--- src/rtl/operand_select_pipe.sv ---
// Registered operand multiplexer: register file / immediate / ALU result selection feeding a
// one-stage valid/ready pipe with a 2-entry skid buffer. Optional write-back forwarding: OPSEL_FWD_EN.
module operand_select_pipe #(
    parameter int DATA_W   = 16,
    parameter int NUM_REGS = 8,
    parameter int SEL_W    = 4,
    parameter int CNT_W    = 8
) (
    input  logic                       clk,
    input  logic                       rst_n,
    input  logic                       in_valid,
    output logic                       in_ready,
    input  logic [SEL_W-1:0]           sel,
    input  logic [DATA_W-1:0]          imm,
    input  logic [NUM_REGS*DATA_W-1:0] regs,
    input  logic [DATA_W-1:0]          alu_r,
`ifdef OPSEL_FWD_EN
    input  logic                       wb_en,
    input  logic [SEL_W-1:0]           wb_addr,
    input  logic [DATA_W-1:0]          wb_data,
`endif
    output logic                       out_valid,
    input  logic                       out_ready,
    output logic [DATA_W-1:0]          out_data,
    output logic                       out_err,
    output logic [CNT_W-1:0]           err_cnt
);

    typedef enum logic [1:0] {ST_EMPTY, ST_ONE, ST_FULL} state_t;

    localparam logic [SEL_W-1:0] SEL_IMM = SEL_W'(NUM_REGS);
    localparam logic [SEL_W-1:0] SEL_ALU = SEL_W'(NUM_REGS + 1);

    state_t              state_q, state_d;
    logic [DATA_W-1:0]   main_data_q, main_data_d;
    logic                main_err_q, main_err_d;
    logic [DATA_W-1:0]   skid_data_q, skid_data_d;
    logic                skid_err_q, skid_err_d;
    logic [CNT_W-1:0]    err_cnt_q, err_cnt_d;

    logic [DATA_W-1:0]   sel_data;
    logic                sel_err;
    logic                reg_hit;
    logic                accept;
    logic                xfer;

    assign in_ready  = (state_q != ST_FULL);
    assign out_valid = (state_q != ST_EMPTY);
    assign out_data  = main_data_q;
    assign out_err   = main_err_q;
    assign err_cnt   = err_cnt_q;
    assign accept    = in_valid & in_ready;
    assign xfer      = out_valid & out_ready;

    // NOTE: every combinational output gets a default first, so no path can infer a latch.
    always_comb begin
        sel_data = '0;
        sel_err  = 1'b0;
        reg_hit  = 1'b0;
        for (int k = 0; k < NUM_REGS; k++) begin
            if (sel == SEL_W'(k)) begin
                sel_data = regs[k*DATA_W +: DATA_W];
                reg_hit  = 1'b1;
            end
        end
`ifdef OPSEL_FWD_EN
        // A write-back landing this cycle is newer than the register file read.
        if (reg_hit && wb_en && (wb_addr == sel)) begin
            sel_data = wb_data;
        end
`endif
        if (sel == SEL_IMM) begin
            sel_data = imm;
        end else if (sel == SEL_ALU) begin
            sel_data = alu_r;
        end else if (!reg_hit) begin
            sel_err = 1'b1;
        end
    end

    always_comb begin
        state_d     = state_q;
        main_data_d = main_data_q;
        main_err_d  = main_err_q;
        skid_data_d = skid_data_q;
        skid_err_d  = skid_err_q;
        err_cnt_d   = err_cnt_q;

        if (accept && sel_err && !(&err_cnt_q)) begin
            err_cnt_d = err_cnt_q + CNT_W'(1);
        end

        case (state_q)
            ST_EMPTY: begin
                if (accept) begin
                    main_data_d = sel_data;
                    main_err_d  = sel_err;
                    state_d     = ST_ONE;
                end
            end
            ST_ONE: begin
                if (accept && xfer) begin
                    main_data_d = sel_data;
                    main_err_d  = sel_err;
                end else if (accept) begin
                    skid_data_d = sel_data;
                    skid_err_d  = sel_err;
                    state_d     = ST_FULL;
                end else if (xfer) begin
                    state_d = ST_EMPTY;
                end
            end
            ST_FULL: begin
                if (xfer) begin
                    main_data_d = skid_data_q;
                    main_err_d  = skid_err_q;
                    state_d     = ST_ONE;
                end
            end
            default: state_d = ST_EMPTY;
        endcase
    end

    // NOTE: state uses non-blocking assignments so all registers update from pre-edge values.
    always_ff @(posedge clk or negedge rst_n) begin
        if (!rst_n) begin
            state_q     <= ST_EMPTY;
            main_data_q <= '0;
            main_err_q  <= 1'b0;
            skid_data_q <= '0;
            skid_err_q  <= 1'b0;
            err_cnt_q   <= '0;
        end else begin
            state_q     <= state_d;
            main_data_q <= main_data_d;
            main_err_q  <= main_err_d;
            skid_data_q <= skid_data_d;
            skid_err_q  <= skid_err_d;
            err_cnt_q   <= err_cnt_d;
        end
    end

endmodule

--- config.mk ---
export PLATFORM = sky130hd
export DESIGN_NAME = operand_select_pipe
export DESIGN_NICKNAME = d
export VERILOG_FILES = /design/src/rtl/operand_select_pipe.sv
export SDC_FILE = /design/constraint.sdc
export NUM_CORES = 1
export LEC_CHECK = 0
export CORE_ASPECT_RATIO = 1.2
export CORE_UTILIZATION = 36
export CTS_CLUSTER_DIAMETER = 200
export CTS_CLUSTER_SIZE = 30
export DETAILED_ROUTE_END_ITERATION = 12
export GPL_TIMING_DRIVEN = 0
export PLACE_DENSITY = 0.78
export RECOVER_POWER = 25
export SLEW_MARGIN = 10
export SYNTH_ARGS = -nofsm -noshare
export SYNTH_HDL_FRONTEND = slang
export SYNTH_SLANG_ARGS = --single-unit
--- constraint.sdc ---
create_clock -name clk -period 1.8 [get_ports clk]
set_clock_uncertainty 0.1 [all_clocks]
set_input_delay 0.18 -clock clk [delete_from_list [all_inputs] [get_ports clk]]
set_output_delay 0.18 -clock clk [all_outputs]
set_load 0.05 [all_outputs]
==> results.ini, run 1 <==
[clock_network]
clk_pin_slew_ns = 0.06
clkLatencyLatePin_ns = 0.28
clk_root_buffer_cell = clkbuf_16
htree_levels = 2
clockBufferDepth = 2
cts_tree = done
cts_sinks = 44
cts_buffers = 5

[setup_path]
critPathCapture = out_data[15]
path_class = in -> reg
crit_required_ns = 1.90
cp-startpoint = regs[31]
r2r_start = err_cnt[0]
r2r_end = err_cnt[1]
path_max_fanout = 2
arrival_ns = 1.87
startpoint_type = input pin
r2r_slack_ns = 0.09
reg2regPathDepth = 4
endpoint_kind = flip-flop

[timing]
finalSetupViolations = 0
finalCritPeriodShare_pct = 98.3
timing.hold.ws_ns = 0.257
finalMaxSlewViolations = 0
period_needed_ns = 1.77
max_slew_margin_pct = 64.3
worst_pin_slew_ns = 0.535
hold_violations = 0
max_freq_ghz = 0.565

[placed_design]
port_buffers = 193
hpwl_um = 11200
place.gp.congestion = 0.926

[detailed_routing]
firstDrtPassIters = 5
wl_um = 14500
avgViaCountPerCell = 5.77
vias = 4423
drcViolationCount = 0
wire_per_inst_um = 18.9
drtIter0Drc = 299
drtAntennaViolNets = 0

[yosys]
synthMuxAreaShare_pct = 9.37
ys_warn_count = 0
synth_area_leaders = dfrtp_1 (31%), mux2_2 (7.5%), a21oi_1 (6.4%)
synth-seq-area-share_pct = 30.5
synth_edf_count = 0
synth_adder_area_share_pct = 0.347
syn-num-nets = 600
avgSynthCellArea_um2 = 8.36
netlist_area_um2 = 3600
yosys.cell_count.top_type = a21oi_1
dominantRegCellSynth = dfrtp_1
synth_top_family_by_area = compound AO/OA/AOI/OAI gates
synthTopCellsByCount = a21oi_1 (46), dfrtp_1 (44), nand2_1 (38)
synth_compound_area_share_pct = 31.4
ys_ff_latch = 44
async_flop_share_pct = 100
synthCells = 431
synth_top_area_share_pct = 30.5
yosys.area_share.simple_pct = 21.2
yosysTopAreaCell = dfrtp_1
yosys.cell_types.count = 51
synth_xor_area_share_pct = 1.46

[layout]
ff_latch_area_um2 = 1110
multi_input_comb_area_um2 = 2550
syn_to_final_growth_pct = 77.8
num-nets-final = 813
fillCellCount = 762
layout-drive-gt1-share_pct = 22.5
antenna_cells = 0
fin_util_pct = 66.7

[grt]
grt_usage_pct = 27.6
antenna_found_initial = 0
grt_max_degree = 37
grt_overflow = 0
grt_pass1_vias = 4487
grt_pass1_wl_um = 22400

[floorplanning]
core_um2 = 9610
die_w_um = 93.3
row_count = 39
ios = 195
die_area_um2 = 10400
die_h_um = 112
start_util_pct = 37.5

[power_and_ir_drop]
finalPower_mw = 5.08
p_leak_nw = 2.71
power_density_nw_per_um2 = 793
vdd_drop_max_mv = 0.432

[worst_hold_path]
hp-class = in -> async

[status]
status = finished, final reports clean

[job]
maxCapViolations = 0

-- how the worst min path moves through the flow --
stage,depth (start not counted),to,startpoint,slack [ns]
detailed placement,1,err_cnt[5],rst_n,-0.05
CTS,2,err_cnt[5],rst_n,0.19
finish,2,out_data[9],rst_n,0.26
global route,2,err_cnt[4],rst_n,0.29
floorplan,0,err_cnt[0],rst_n,-0.22
global placement,2,skid_err_q,skid_err_q,0.36
-- power by group --
group	switching, mW	internal [mW]	leakage, nW	total (mW)
registers	0.220	1.32	0.557	1.54
clock network	0.352	0.647	0.0769	0.999
logic	1.42	1.12	2.08	2.54
-- state kept, by name, summed over array words and instances, names as in the netlist --
name         count
skid_err_q       1
out_err          1
out_data        16
err_cnt          8
state_q          2
skid_data_q     16
-- per-layer routing --
layer	wire length [um]	global-route usage, %	vias to the layer above
met3	932	5.19	43
met1	5400	31.1	2090
met5	0	0	-
met2	7610	49.9	222
li1	-	-	2068
met4	556	12.0	0
-- final cells by class --
type                       instances  area share, %
tap                              123           2.40
inverter                           5          0.332
multi-input combinational        340           39.8
timing repair buffer             209           32.5
clock buffer                       6           2.01
buffer                            39           5.21
clock inverter                     1          0.469
sequential                        44           17.3
-- logic make-up (layout without fill, tap and decap cells) --
family | count (synthesis) | count (layout)
AND/OR/NAND/NOR | 130 | 130
flip-flops | 44 | 44
adder cells (fa/ha/maj) | 1 | 1
XOR/XNOR | 6 | 6
buffers and inverters | 47 | 260
multiplexers | 30 | 30
AO/OA/AOI/OAI | 173 | 173
-- stage by stage --
stage | worst slack [ns] | area, um2 | setup TNS (ns) | std cells
final | 0.0314 | 6410 | 0 | 767
after CTS | -0.0518 | 6250 | -0.0518 | 762
after global routing | -0.0118 | 6410 | -0.0197 | 767
after floorplan | -0.00798 | 3630 | -0.00840 | 431
after global placement | -0.893 | 5710 | -56.87 | 747
after detailed placement | -0.930 | 5730 | -29.41 | 748
-- timing repair --
item | CTS | global route
cloned | 4 | 0
hold buffers | 1 | 0
resized for setup | 93 | 56
pin swaps | 26 | 18
endpoints found under the setup margin | 45 | 36
setup buffers | 5 | 5
hold endpoints to repair | 44 | 0
-- placed cells by master, fill, tap and decap left out, types with 9 or more instances in the layout --
cell,instances
or2_2,9
buf_6,11
o22ai_1,19
o22ai_2,10
dfrtp_1,38
a21o_1,13
a222oi_1,13
a221oi_2,10
o21ai_1,27
or3b_1,9
nand2_1,38
nor2_1,9
mux2_2,23
and2_1,13
dlymetal6s2s_1,10
buf_4,17
clkdlybuf4s50_1,175
a21oi_1,43
-- critical path, cell delays in order --
cell and delay [ns]:
clkdlybuf4s50_1 0.48, nand2b_1 0.06, a2111oi_1 0.49, a221oi_1 0.20, a211o_1 0.28, a31oi_1 0.19
(Power assumes the default switching activity.)
==> inputs of run 2 (changes only) <==
--- a/config.mk
+++ b/config.mk
@@ -8,7 +8,6 @@
 export CORE_ASPECT_RATIO = 1.2
 export CORE_UTILIZATION = 36
 export CTS_CLUSTER_DIAMETER = 200
-export CTS_CLUSTER_SIZE = 30
 export DETAILED_ROUTE_END_ITERATION = 12
 export GPL_TIMING_DRIVEN = 0
 export PLACE_DENSITY = 0.78
==> results of run 2 <==
No change in the layout: final DEF, timing and power equal those of run 1.
